**config.mk**
```make
export PLATFORM = sky130hd
export DESIGN_NAME = mem_wb_stage
export DESIGN_NICKNAME = d
export VERILOG_FILES = /design/src/rtl/pipe_pkg.sv /design/src/rtl/mem_wb_reg.sv /design/src/rtl/mem_wb_stage.sv
export SDC_FILE = /design/constraint.sdc
export NUM_CORES = 1
export LEC_CHECK = 0
export BUFFER_PORTS_ARGS = -buffer_cell sky130_fd_sc_hd__buf_2
export CORE_UTILIZATION = 51
export CTS_CLUSTER_DIAMETER = 60
export DETAILED_ROUTE_END_ITERATION = 10
export PLACE_DENSITY = 0.85
export SLEW_MARGIN = 20
export SYNTH_ARGS = -nofsm -noshare
export SYNTH_HDL_FRONTEND = slang
export SYNTH_SLANG_ARGS = --single-unit
```
**constraint.sdc**
```tcl
create_clock -name clk -period 15.05 [get_ports clk]
set_input_delay 1.505 -clock clk [delete_from_list [all_inputs] [get_ports clk]]
set_output_delay 1.505 -clock clk [all_outputs]
set_load 0.005 [all_outputs]
```
**src/rtl/pipe_pkg.sv**
```systemverilog
// Shared encodings for the MEM stage: EX/MEM control bit positions,
// the data-memory access FSM states and the timeout read-data default.
package pipe_pkg;

    localparam int M_BRANCH    = 2;
    localparam int M_READ      = 1;
    localparam int M_WRITE     = 0;
    localparam int WB_REGWRITE = 1;
    localparam int WB_MEMTOREG = 0;

    localparam logic [31:0] ERR_DATA_DEFAULT = 32'hDEAD_BEEF;

    typedef enum logic [1:0] {
        IDLE = 2'd0,
        BUSY = 2'd1,
        DONE = 2'd2
    } mem_state_t;

endpackage

```
**src/rtl/mem_wb_reg.sv**
```systemverilog
// MEM/WB pipeline register. A bubble clears only the writeback control so
// that a stalled slot can never write the register file.
module mem_wb_reg (
    input  logic        clk,
    input  logic        rst,
    input  logic        bubble,
    input  logic [1:0]  wb,
    input  logic [31:0] rdata,
    input  logic [31:0] alures,
    input  logic [4:0]  rd,
    output logic [1:0]  wb_out,
    output logic [31:0] rdata_out,
    output logic [31:0] alures_out,
    output logic [4:0]  rd_out
);

    always_ff @(posedge clk or posedge rst) begin
        if (rst) begin
            wb_out     <= 2'b00;
            rdata_out  <= 32'h0;
            alures_out <= 32'h0;
            rd_out     <= 5'd0;
        end else begin
            wb_out     <= bubble ? 2'b00 : wb;
            rdata_out  <= rdata;
            alures_out <= alures;
            rd_out     <= rd;
        end
    end

endmodule

```
**src/rtl/mem_wb_stage.sv**
```systemverilog
// MEM stage: branch resolution, handshaked data-memory access with a bus
// timeout, pipeline stall generation and the MEM/WB register.
module mem_wb_stage
    import pipe_pkg::*;
#(
    parameter int          TIMEOUT_CYC = 255,
    parameter logic [31:0] ERR_DATA    = ERR_DATA_DEFAULT
) (
    input  logic        clk,
    input  logic        rst,
    input  logic [1:0]  WB,
    input  logic [2:0]  M,
    input  logic [31:0] aluout1,
    input  logic [31:0] aluout2,
    input  logic        iszero,
    input  logic [31:0] wdata,
    input  logic [4:0]  mux5,
    output logic        PCSrc,
    output logic [31:0] pc_branch,
    output logic        stall,
    output logic        dmem_req,
    output logic        dmem_we,
    output logic [31:0] dmem_addr,
    output logic [31:0] dmem_wdata,
    input  logic        dmem_ready,
    input  logic [31:0] dmem_rdata,
    output logic [1:0]  wb_out,
    output logic [31:0] rdata_out,
    output logic [31:0] alures_out,
    output logic [4:0]  rd_out,
    output logic        bus_err
);

    localparam logic [15:0] TO_LAST = 16'(TIMEOUT_CYC - 1);

    mem_state_t  state;
    logic [15:0] cnt;
    logic [31:0] rd_reg;
    logic        mem_op;
    logic        is_read;
    logic [31:0] rdata_in;

    assign PCSrc     = M[M_BRANCH] & iszero;
    assign pc_branch = aluout1;

    // A read+write encoding is treated as a write, so it never returns data.
    assign mem_op  = M[M_READ] | M[M_WRITE];
    assign is_read = M[M_READ] & ~M[M_WRITE];
    assign stall   = mem_op && (state != DONE);

    always_ff @(posedge clk or posedge rst) begin
        if (rst) begin
            state      <= IDLE;
            cnt        <= 16'd0;
            rd_reg     <= 32'h0;
            dmem_req   <= 1'b0;
            dmem_we    <= 1'b0;
            dmem_addr  <= 32'h0;
            dmem_wdata <= 32'h0;
            bus_err    <= 1'b0;
        end else begin
            case (state)
                IDLE: begin
                    if (mem_op) begin
                        dmem_addr  <= aluout2;
                        dmem_wdata <= wdata;
                        dmem_we    <= M[M_WRITE];
                        dmem_req   <= 1'b1;
                        cnt        <= 16'd0;
                        state      <= BUSY;
                    end
                end
                BUSY: begin
                    // A response arriving on the last allowed cycle still wins.
                    if (dmem_ready) begin
                        rd_reg   <= dmem_rdata;
                        dmem_req <= 1'b0;
                        state    <= DONE;
                    end else if (cnt == TO_LAST) begin
                        rd_reg   <= ERR_DATA;
                        bus_err  <= 1'b1;
                        dmem_req <= 1'b0;
                        state    <= DONE;
                    end else begin
                        cnt <= cnt + 16'd1;
                    end
                end
                DONE:    state <= IDLE;
                default: state <= IDLE;
            endcase
        end
    end

    assign rdata_in = (state == DONE && is_read) ? rd_reg : 32'h0;

    mem_wb_reg u_mem_wb_reg (
        .clk        (clk),
        .rst        (rst),
        .bubble     (stall),
        .wb         (WB),
        .rdata      (rdata_in),
        .alures     (aluout2),
        .rd         (mux5),
        .wb_out     (wb_out),
        .rdata_out  (rdata_out),
        .alures_out (alures_out),
        .rd_out     (rd_out)
    );

endmodule

```
==> results of run 1 <==
-- cells in the mapped netlist (all sizes together) (3+ instances only) --
cell type and instances:
inv 4, o21ai 11, nand4 7, nor2b 4
nor3 5, clkbuf 16, nand2 209, and2 35
dfrtp 188, o22ai 24, mux2i 11, nand3 9
and3 3, a21oi 31, buf 51, a22oi 8
nor2 30, nand2b 10
-- worst reg2reg max path: stages (launching register included) --
cell and delay (ps):
dfrtp_1 440, inv_1 80, ha_1 130, nor2b_1 150, nand4_1 370, nor2_1 770
o21ai_0 230
-- cells by family after synthesis --
kind of cell,Yosys count
AND/OR/NAND/NOR,321
buffers and inverters,71
multiplexers,11
flip-flops,188
AO/OA/AOI/OAI,85
adder cells (fa/ha/maj),2
-- where the power goes --
part	switching [mW]	internal, mW	leakage, nW
Combinational	0.263	0.183	2.19
Sequential	0.0867	0.650	2.36
Clock	0.197	0.241	0.287
-- metal layers --
layer	vias to the layer above	GRT usage	part of all wire
li1	2595	-	-
met4	0	0.102	0.022
met2	183	0.382	0.51
met5	-	0	0
met3	29	0.0592	0.061
met1	2672	0.291	0.40
-- area by class of cell --
type / instances / area, um^2 / area share
inverters: 4 / 22.5 / 0.00253
flip-flops and latches: 188 / 4700 / 0.527
clock buffers: 19 / 453 / 0.0508
clock inverters: 13 / 133 / 0.0149
diodes: 1 / 2.50 / 0.000281
well taps: 180 / 225 / 0.0253
multi-input cells: 419 / 2100 / 0.235
repair buffers: 253 / 1280 / 0.144
-- stage by stage --
step	util	cells
6_report	0.645	1077
5_1_grt	0.645	1077
4_1_cts	0.645	1076
3_5_place_dp	0.602	1044
3_3_place_gp	0.602	1044
2_1_floorplan	-	678
-- worst min path at each step --
stage / from / to / slack, ps / depth (start not counted)
after floorplan: cnt[15] / cnt[15] / 450 / 1
after detailed placement: bus_err / bus_err / 440 / 1
final: bus_err / bus_err / 460 / 1
after global routing: dmem_wdata[16] / dmem_wdata[16] / 490 / 2
after CTS: bus_err / bus_err / 460 / 1
after global placement: bus_err / bus_err / 440 / 1
-- placed cells by master, fill, tap and decap left out, types with 3 or more instances in the layout --
| cell type | n |
|---|---|
| buf_2 | 249 |
| nand2_1 | 208 |
| dfrtp_1 | 188 |
| and2_1 | 35 |
| a21oi_1 | 31 |
| nor2_1 | 29 |
| o22ai_1 | 24 |
| clkbuf_16 | 17 |
| mux2i_1 | 11 |
| nand2b_1 | 10 |
| nand3_1 | 8 |
| a22oi_1 | 8 |
| nand4_1 | 7 |
| o21ai_0 | 7 |
| clkinv_4 | 5 |
| o21ai_1 | 4 |
| inv_6 | 4 |
| inv_1 | 3 |
| nor2b_1 | 3 |
| and3_1 | 3 |
| nor3_1 | 3 |
| buf_4 | 3 |
==> flow_summary.yaml, run 1 <==
outcome:
  status: "finished clean"
logic_synthesis:
  syn_inst: 678
  synthArstFlopShare: 1.00
  synth.top_cell.area_share: 0.652
  yosysUniqueCellTypes: 41
  synth_mux_area_frac: 0.0153
  synth.avg_cell_area_um2: 10.6
  synthAdderAreaFrac: 0.00347
  yosys.area_share.xor_xnor: 0
  synth-simple-area-share: 0.201
  synth_edf_count: 0
  syn_nets: 822
  synth_top_family_by_area: "simple AND/OR/NAND/NOR gates"
  netlist_top_cells_area: "dfrtp_1, nand2_1, buf_4"
  yosysWarnings: 0
  synth_seq_cells: 188
  synth_area_um2: 7210
  synth_compound_area_frac: 0.0699
  synth_ff_type: "dfrtp_1"
  yosysSeqAreaShare: 0.652
  yosysTopAreaCell: "dfrtp_1"
worst_setup_path:
  crit_path_max_incr_delay_ps: 170
  endpoint_kind: "primary output"
  crit_top_cell: "buf_2"
  path_max_fanout: 4
  r2r_start: "cnt[0]"
  start_kind: "primary input"
  timing.rr.end: "rd_reg[20]"
  cp_num_cells: 4
  r2r_slack_ps: 12730
  cp_top_family: "buffers and inverters"
  cp-startpoint: "M[0]"
  crit_buf_inv: 2
  critPathKind: "primary input to primary output"
  cpMaxStageDelayCell: "nor2_1"
  arrival_ps: 2030
  crit_chain: "buf_2 > nor2_1 > a21oi_1 > buf_2"
  critical_path_required_ps: 13550
  worstSetupEndpoint: "stall"
  r2r_cells: 6
sta:
  rsz0062_at_grt: "no"
  setup_slack_ps: 11520
  period_share: 0.235
  layout_min_cycle_time_ps: 3530
  max_slew.worst_pin.slew_ps: 968
  hold_violations: 0
  max_freq_mhz: 283
  clock_skew_ps: 9.09
  holdWs_ps: 461
  report.final.slew_viol_count: 0
  finalSetupViolCount: 0
  finalSetupTns_ps: 0
  slew_headroom: 0.355
placed_design:
  placed_cell_area_um2: 8330
  pre_cts_slack_ps: 11520
  dp_hpwl_mm: 11.4
  gp_congestion: 0.806
  port_buffers: 249
cts:
  cts_made_buffers: 17
  ctsLongestPathBuffers: 2
  cts-root-buf: "clkbuf_16"
  clkSinkCount: 188
  tritoncts: "built"
  cts_setup_buffers: 0
  clk_latency_ps: 430
  cts-resized-gates: 0
  cts_max_level: 4
  clk_pin_slew_ps: 70
  hold_buffers: 0
global_route:
  grt_max_degree: 108
  grt_pass1_wl_mm: 25.9
  grt.overflow.total: 0
  antenna_found_initial: 1
  grt.total_usage: 0.232
  grt_pass1_vias: 5152
power:
  fin_total_pwr_mw: 1.62
  p_per_area_nw_per_um2: 182
  power.leakage_nw: 4.83
  peakVddDrop_uv: 146
die:
  die_y_um: 121
  die_area_um2: 14600
  rows: 43
  initial_core_util: 0.522
  coreArea_um2: 13800
  io_pins: 314
  die-width_um: 121
routing:
  drt.antenna.violating_nets: 0
  first_iter_violations: 492
  wire_per_inst_um: 15.6
  wirelength_mm: 16.8
  drc: 0
  num_vias: 5479
  dr.pass1.iters: 5
  viasPerCell: 5.09
cells_and_area:
  stdcell_area_um2: 8920
  final_net_count: 1027
  area_delta_synth_final_pct: 23.7
  fillers: 1091
  drive_above_1_share: 0.331
min_path:
  min_path_type: "flip-flop to flip-flop"
job:
  maxCapViolCount: 0
Note: power is estimated with default switching activity, not from simulation.
==> run 2, diff against run 1 <==
--- a/config.mk
+++ b/config.mk
@@ -6,10 +6,10 @@
 export NUM_CORES = 1
 export LEC_CHECK = 0
 export BUFFER_PORTS_ARGS = -buffer_cell sky130_fd_sc_hd__buf_2
-export CORE_UTILIZATION = 51
+export CORE_UTILIZATION = 47
 export CTS_CLUSTER_DIAMETER = 60
 export DETAILED_ROUTE_END_ITERATION = 10
-export PLACE_DENSITY = 0.85
+export PLACE_DENSITY = 0.79
 export SLEW_MARGIN = 20
 export SYNTH_ARGS = -nofsm -noshare
 export SYNTH_HDL_FRONTEND = slang
==> constraint.sdc (replaced) <==
create_clock -name clk -period 3.3 [get_ports clk]
set_input_delay 0.33 -clock clk [delete_from_list [all_inputs] [get_ports clk]]
set_output_delay 0.33 -clock clk [all_outputs]
set_load 0.005 [all_outputs]
==> run 2 against run 1 <==
  * Die area rose by 8.4%
  * Non-clock buffer count is 8 higher
  * Power rose to 4.5 times the previous value
  * Combinational power grew to 4.6 times the previous value
  * Count of clock-buffer cells in the layout grew 1
  * Worst hold slack worse by 430 ps
  * Sequential share of layout area fell by 0.55 points
  * Largest cell class unchanged
==> flow_summary.yaml, run 2 (synthesized netlist as in run 1, its figures left out) <==
outcome:
  status: "finished clean"
routing:
  wl_met2_mm: 8.53
  drt.antenna.violating_nets: 0
  wl_met1_mm: 6.98
  viasPerCell: 5.02
  wire_per_inst_um: 15.3
  num_vias: 5466
  dr.pass1.iters: 5
  drc: 0
  wirelength_mm: 16.7
  top_layer: "met4"
  wl_met3_um: 771
  first_iter_violations: 332
cts:
  ctsLongestPathBuffers: 2
  clk_latency_ps: 420
  cts_max_level: 4
  clk_pin_slew_ps: 70
  cts-root-buf: "clkbuf_16"
  tritoncts: "built"
  cts-resized-gates: 0
  cts_made_buffers: 17
  clkSinkCount: 188
die:
  coreArea_um2: 14800
  rows: 44
  io_pins: 314
  die_y_um: 126
  die_area_um2: 15800
  die-width_um: 126
  initial_core_util: 0.489
sta:
  slew_headroom: 0.386
  holdWs_ps: 30.0
  max_freq_mhz: 448
  finalSetupViolCount: 0
  layout_min_cycle_time_ps: 2230
  report.final.slew_viol_count: 0
  rsz0062_at_grt: "no"
  max_slew.worst_pin.slew_ps: 921
  clock_skew_ps: 9.22
  hold_violations: 0
  period_share: 0.676
  finalSetupTns_ps: 0
min_path:
  min_to: "u_mem_wb_reg.alures_out[10]"
  hold_start: "aluout2[10]"
  min_path_type: "primary input to flip-flop"
  hold_depth: 1
job:
  maxCapViolCount: 0
global_route:
  antenna_found_initial: 1
  grt.total_usage: 0.217
  grt.overflow.total: 0
  grt_max_degree: 189
  grt_pass1_wl_mm: 26.7
  grt_pass1_vias: 5337
worst_setup_path:
  crit_buf_inv: 1
  timing.rr.end: "rd_reg[29]"
  cpMaxStageDelayCell: "nor2_1"
  crit_path_max_incr_delay_ps: 710
  cp_top_family: "simple AND/OR/NAND/NOR gates"
  endpoint_kind: "flip-flop"
  r2r_start: "cnt[0]"
  critPathKind: "flip-flop to flip-flop"
  r2r_slack_ps: 1070
  r2r_cells: 6
  arrival_ps: 2490
  start_kind: "flip-flop"
  path_max_fanout: 11
  critical_path_required_ps: 3560
  crit_chain: "inv_1 > ha_1 > nor2b_1 > nand4_1 > nor2_1 > o21ai_0"
power:
  p_per_area_nw_per_um2: 817
  power.leakage_nw: 4.87
  peakVddDrop_uv: 554
cells_and_area:
  drive_above_1_share: 0.327
  final_net_count: 1035
  stdcell_area_um2: 9010
  area_delta_synth_final_pct: 25.0
  final_common_cell: "buf_2"
  final_cell_mix: "buf_2, nand2_1, dfrtp_1"
placed_design:
  port_buffers: 249
  placed_cell_area_um2: 8350
  gp_congestion: 0.828
  dp_hpwl_mm: 11.2
run 2: cell types whose count changed in the layout (fill, tap and decap cells not counted), sizes merged:
cell / before / now
buf: 253 / 255
bufinv: 1 / 2
clkbuf: 19 / 20
clkinvlp: 1 / 2
dlygate4sd3: 0 / 6
inv: 9 / 6
run 2: layout make-up:
class,instances,area [um^2]
timing repair buffer,261,1380
tap,184,230
multi-input combinational,419,2100
fill,1199,5740
antenna,1,2.50
inverter,4,18.8
clock buffer,20,437
clock inverter,12,138
sequential,188,4700
run 2: per-layer routing:
| layer | vias to the layer above | GRT usage |
|---|---|---|
| met1 | 2649 | 0.272 |
| met4 | 0 | 0.0928 |
| li1 | 2608 | - |
| met5 | - | 0 |
| met3 | 28 | 0.0421 |
| met2 | 181 | 0.370 |
run 2: how the worst max path moves through the flow:
stage / startpoint / end / slack (ps) / cells past startpoint
finish: cnt[0] / rd_reg[29] / 1070 / 6
global route: cnt[0] / rd_reg[29] / 810 / 6
CTS: cnt[0] / rd_reg[29] / 1090 / 6
detailed placement: cnt[0] / rd_reg[29] / 1100 / 6
global placement: cnt[12] / rd_reg[24] / 1210 / 4
floorplan: rst / bus_err / 550 / 1
run 2: metrics by stage:
stage | total power [mW] | setup slack, ps | util | std cells
2_1_floorplan | 4.58 | 550 | - | 678
3_3_place_gp | 5.33 | 1210 | 0.566 | 1049
3_5_place_dp | 5.44 | 1100 | 0.566 | 1049
4_1_cts | 7.43 | 1090 | 0.608 | 1086
5_1_grt | 7.88 | 808 | 0.611 | 1088
6_report | 7.37 | 1070 | 0.611 | 1089
run 2: timing repair:
| item | in CTS | in global routing |
|---|---|---|
| setup buffers | 0 | 0 |
| endpoints found under the hold margin | 5 | 39 |
| hold buffers | 5 | 1 |
run 2: where the power goes:
group | internal, mW | switching [mW]
Combinational | 0.852 | 1.18
Clock | 1.13 | 0.851
Sequential | 2.97 | 0.388
Total | 4.94 | 2.42
